[src/rtl/apb_master_bridge.sv]
// Single-outstanding APB initiator: valid/ready command in, APB SETUP/ACCESS
// transfer out, registered response with PSLVERR capture and PREADY timeout.
module apb_master_bridge #(
  parameter int unsigned APB_ADDR_WIDTH = 12,
  parameter int unsigned TIMEOUT_CYCLES = 255
) (
  input  logic                      HCLK,
  input  logic                      HRESETn,
  input  logic                      cmd_valid,
  output logic                      cmd_ready,
  input  logic                      cmd_write,
  input  logic [APB_ADDR_WIDTH-1:0] cmd_addr,
  input  logic [31:0]               cmd_wdata,
  output logic                      rsp_valid,
  input  logic                      rsp_ready,
  output logic [31:0]               rsp_rdata,
  output logic                      rsp_err,
  output logic                      rsp_timeout,
  output logic [APB_ADDR_WIDTH-1:0] PADDR,
  output logic [31:0]               PWDATA,
  output logic                      PWRITE,
  output logic                      PSEL,
  output logic                      PENABLE,
  input  logic [31:0]               PRDATA,
  input  logic                      PREADY,
  input  logic                      PSLVERR
);

  typedef enum logic [1:0] {IDLE, SETUP, ACCESS, RESP} state_t;

  localparam logic [15:0] TIMEOUT_LIMIT = 16'(TIMEOUT_CYCLES);

  state_t      state;
  logic [15:0] wait_cnt;
  logic        timed_out;

  // Counter equals the index of the current ACCESS cycle, so a stuck slave
  // sees TIMEOUT_CYCLES+1 ACCESS cycles before the abort.
  assign timed_out = (TIMEOUT_CYCLES != 0) && (wait_cnt == TIMEOUT_LIMIT);
  assign cmd_ready = HRESETn && (state == IDLE);

  always_ff @(posedge HCLK) begin
    if (!HRESETn) begin
      state       <= IDLE;
      wait_cnt    <= '0;
      PSEL        <= 1'b0;
      PENABLE     <= 1'b0;
      PWRITE      <= 1'b0;
      PADDR       <= '0;
      PWDATA      <= '0;
      rsp_valid   <= 1'b0;
      rsp_rdata   <= '0;
      rsp_err     <= 1'b0;
      rsp_timeout <= 1'b0;
    end else begin
      case (state)
        IDLE: begin
          if (cmd_valid) begin
            PADDR  <= cmd_addr;
            PWRITE <= cmd_write;
            PWDATA <= cmd_write ? cmd_wdata : '0;
            PSEL   <= 1'b1;
            state  <= SETUP;
          end
        end
        SETUP: begin
          PENABLE  <= 1'b1;
          wait_cnt <= '0;
          state    <= ACCESS;
        end
        ACCESS: begin
          if (PREADY) begin
            rsp_rdata   <= PWRITE ? '0 : PRDATA;
            rsp_err     <= PSLVERR;
            rsp_timeout <= 1'b0;
            rsp_valid   <= 1'b1;
            PSEL        <= 1'b0;
            PENABLE     <= 1'b0;
            state       <= RESP;
          end else if (timed_out) begin
            rsp_rdata   <= '0;
            rsp_err     <= 1'b1;
            rsp_timeout <= 1'b1;
            rsp_valid   <= 1'b1;
            PSEL        <= 1'b0;
            PENABLE     <= 1'b0;
            state       <= RESP;
          end else if (wait_cnt != '1) begin
            wait_cnt <= wait_cnt + 16'd1;
          end
        end
        RESP: begin
          if (rsp_ready) begin
            rsp_valid <= 1'b0;
            state     <= IDLE;
          end
        end
        default: state <= IDLE;
      endcase
    end
  end

endmodule

[config.mk]
export PLATFORM = sky130hd
export DESIGN_NAME = apb_master_bridge
export DESIGN_NICKNAME = d
export VERILOG_FILES = /design/src/rtl/apb_master_bridge.sv
export SDC_FILE = /design/constraint.sdc
export NUM_CORES = 1
export LEC_CHECK = 0
export BUFFER_PORTS_ARGS = -buffer_cell sky130_fd_sc_hd__buf_2
export CAP_MARGIN = 15
export CORE_UTILIZATION = 48
export CTS_BUF_LIST = sky130_fd_sc_hd__clkbuf_16
export CTS_CLUSTER_SIZE = 12
export DETAILED_ROUTE_END_ITERATION = 7
export GPL_TIMING_DRIVEN = 0
export PLACE_DENSITY = 0.8
export RECOVER_POWER = 25
export SYNTH_ARGS = -nofsm -noshare
export SYNTH_HDL_FRONTEND = slang
export SYNTH_SLANG_ARGS = --single-unit
[constraint.sdc]
create_clock -name HCLK -period 2.2 [get_ports HCLK]
set_input_delay 0.33 -clock HCLK [delete_from_list [all_inputs] [get_ports HCLK]]
set_output_delay 0.33 -clock HCLK [all_outputs]
set_load 0.1 [all_outputs]
==> results.json <==
{
  "place_inst": 742,
  "synth-async-reset-ratio_pct": 0,
  "cts.path.max_buffers": 2,
  "drtAntennaViolNets": 0,
  "routed-via-count": 4177,
  "post-route-drc-count": 0,
  "wire_length_of_the_first_global_routing_pass_mm": 17.8,
  "vdd_drop_max_v": 0.000577,
  "kind_of_launch_point_of_the_worst_setup_path": "flop",
  "hp-class": "input port to flop",
  "share_comb_of_total_power_pct": 39.6,
  "power_mw": 5.98,
  "wire_per_inst_um": 15.0,
  "syn_area_sq_um": 4040,
  "drt_iter0_drc": 310,
  "area_of_the_core_sq_um": 8180,
  "post_synth_num_cell_types": 51,
  "final.min_clock_period_ns": 2.12,
  "track_usage_pct": 25.5,
  "origin_of_the_critical_flop_to_flop_path": "wait_cnt[0]",
  "static-leakage-power_nw": 2.16,
  "first_global_vias": 3816,
  "clock_insertion_delay_worst_skew_ns": 0.34,
  "timing.max_slew.rel_slack_pct": 19.7,
  "area_growth_pct": 30.6,
  "synth_top_cells_by_count": "sky130_fd_sc_hd__dfxtp_1, sky130_fd_sc_hd__nand2_1, sky130_fd_sc_hd__a21oi_1",
  "route.final.wire_length_mm": 11.4,
  "maxCapViolations": 0,
  "worst_hold_startpoint": "cmd_addr[11]",
  "die_x_um": 93.7,
  "r2r_setup_slack_ns": 0.08,
  "worst_endpoint_required_time_ns": 2.41,
  "synth.yosys.seq_area_share_pct": 49.6,
  "clk_transition_reported_paths_ns": 0.07,
  "cellInternalPower_mw": 3.22,
  "crit_type": "flop to flop",
  "placement.io_buffers": 164,
  "number_of_standard_cells_after_synthesis": 473,
  "status": "complete, no violations",
  "syn_area_per_cell_sq_um": 8.54,
  "hold_ws_ns": 0.225,
  "yosysTopAreaCellShare_pct": 49.6,
  "synth.largest_area_cell": "sky130_fd_sc_hd__dfxtp_1",
  "worst-slew-pin-transition_ns": 1.21,
  "mean_number_of_vias_per_cell": 5.49,
  "worst_setup_path_end_kind": "flop",
  "boundary_pins": 166,
  "number_of_buffers_added_to_fix_hold_violations_after_cts": 0,
  "postSynthNetCount": 562,
  "postSynth.topFlopCell": "sky130_fd_sc_hd__dfxtp_1",
  "rd_place_congestion": 0.899,
  "worst_hold_path_cell_count": 3,
  "post-synth-top-count-cell": "sky130_fd_sc_hd__dfxtp_1",
  "grt_start_max_net_pins": 19,
  "grt_antenna_before_repair": 0,
  "htree_levels": 3,
  "critical_path.max_fanout": 5,
  "clock_sinks": 100,
  "grt_remaining_overflow": 0,
  "count_of_flip_flops_with_a_built_in_enable_after_synthesis": 0,
  "root_buffer": "sky130_fd_sc_hd__clkbuf_16",
  "pwr_density_cell_nw_per_um2": 1130,
  "finalHoldViolCount": 0,
  "final_cells": 761,
  "dominant_cells_by_area_after_synthesis": "sky130_fd_sc_hd__dfxtp_1, sky130_fd_sc_hd__nand2_1, sky130_fd_sc_hd__a21oi_1, sky130_fd_sc_hd__a22oi_1, sky130_fd_sc_hd__nand3_1",
  "numCtsBuffers": 9,
  "tritoncts": "done",
  "detailedPlacementHpwl_mm": 8.38,
  "power.sequential.fraction_pct": 35.0,
  "worst_hold_path.endpoint": "PADDR[11]",
  "yosys_synthesis_warning_count": 0,
  "swShare_pct": 46.1,
  "finalCritPeriodShare_pct": 96.2,
  "worst_reg2reg_endpoint": "wait_cnt[13]",
  "insertedDiodeCount": 0,
  "initial_utilization_pct": 49.4,
  "drive_above_1_share_pct": 25.5,
  "timing.setup.tns_ns": 0,
  "rows": 33,
  "finalSetupViolCount": 0,
  "drtPass1Iterations": 5,
  "floorplan.die_area_sq_um": 8780,
  "final.setup_skew_ns": 0.00972,
  "achievable-frequency_mhz": 473,
  "final_net_count": 740,
  "die_y_um": 93.7,
  "synth.ff_latch_count": 100,
  "ff2ff_path_depth": 6,
  "worst_ep_arrival_time_ns": 2.33,
  "clkPwrFrac_pct": 25.3,
  "drv_slew": 0,
  "power_switching_mw": 2.76
}
layout by cell type, fill, tap and decap left out, drive strengths merged, types with 3 or more instances in the layout:
cell type	instances
nand2	80
nor2	45
clkinv	3
o211ai	4
nor4	4
a22oi	33
o21ai	10
nor2b	4
nor3	4
or4	3
nand3	39
o21a	3
nand4	5
dfxtp	100
buf	132
and2	3
ha	6
a21oi	51
clkbuf	77
a31oi	10
inv	12
cells by family (layout without fill, tap and decap cells):
kind of cell / after synthesis / after routing / share of synthesized area [%]
mux: 2 / 2 / 0.496
xor+xnor: 1 / 1 / 0.217
flops: 100 / 100 / 49.6
simple gates: 194 / 194 / 22.2
compound gates: 128 / 128 / 21.5
fa+ha+maj: 6 / 6 / 1.86
buf+inv: 42 / 225 / 4.18
per-layer routing:
metal / GRT usage [%] / routed length [um]
met1: 30.6 / 4710
met2: 43.3 / 5610
met3: 6.55 / 820
met4: 10.6 / 251
met5: 0 / 0
cell type report:
class | instances | area (sq um)
buffer | 33 | 143
clock buffer | 9 | 225
clock inverter | 7 | 56.3
fill | 747 | 2900
inverter | 9 | 33.8
multi-input combinational | 331 | 1890
sequential | 100 | 2000
tap | 105 | 131
timing repair buffer | 167 | 787
worst max-delay path by stage:
stage	from	end	slack, ns	cells after the start
after floorplan	wait_cnt[0]	wait_cnt[3]	0.29	6
after global placement	state[0]	wait_cnt[6]	-0.01	8
after detailed placement	state[0]	wait_cnt[6]	-0.06	8
after CTS	wait_cnt[0]	wait_cnt[3]	0.008	6
after global routing	wait_cnt[0]	wait_cnt[13]	-0.001	6
final	wait_cnt[0]	wait_cnt[13]	0.08	6
flip-flops by register name, summed over array words and instances (netlist names):
| register | flops |
|---|---|
| rsp_err | 1 |
| PSEL | 1 |
| rsp_rdata | 32 |
| PWRITE | 1 |
| wait_cnt | 16 |
| rsp_timeout | 1 |
| PWDATA | 32 |
| rsp_valid | 1 |
| state | 2 |
| PENABLE | 1 |
| PADDR | 12 |
metrics by stage:
stage / worst slack, ns / util (%) / area (sq um)
finish: 0.0837 / 64.5 / 5270
global route: -0.000980 / 64.5 / 5270
CTS: 0.00849 / 64.6 / 5280
detailed placement: -0.0600 / 61.0 / 4990
global placement: -0.0147 / 61.0 / 4990
floorplan: 0.291 / - / 4040
critical path, cell delays in order, from the launching register on:
cell and delay, ns:
sky130_fd_sc_hd__dfxtp_1 0.41, sky130_fd_sc_hd__ha_2 0.26, sky130_fd_sc_hd__nand4_1 0.15, sky130_fd_sc_hd__or4_4 0.61
sky130_fd_sc_hd__o211a_1 0.32, sky130_fd_sc_hd__a31oi_1 0.19, sky130_fd_sc_hd__a31oi_1 0.05
timing repair:
item,in CTS,in global routing
resized for setup,2,14
cloned,0,0
setup endpoints to repair,6,43
buffers inserted,0,3
pin swaps,0,1
power groups by stage:
stage | Combinational, mW | Clock (mW) | Sequential (mW)
2_1_floorplan | 0.740 | 0 | 3.28
3_3_place_gp | 2.33 | 0 | 2.12
3_5_place_dp | 2.37 | 0 | 2.13
4_1_cts | 2.37 | 1.53 | 2.09
5_1_grt | 2.50 | 1.60 | 2.11
6_report | 2.37 | 1.51 | 2.09
No activity file was read; power rests on OpenSTA's default activity.
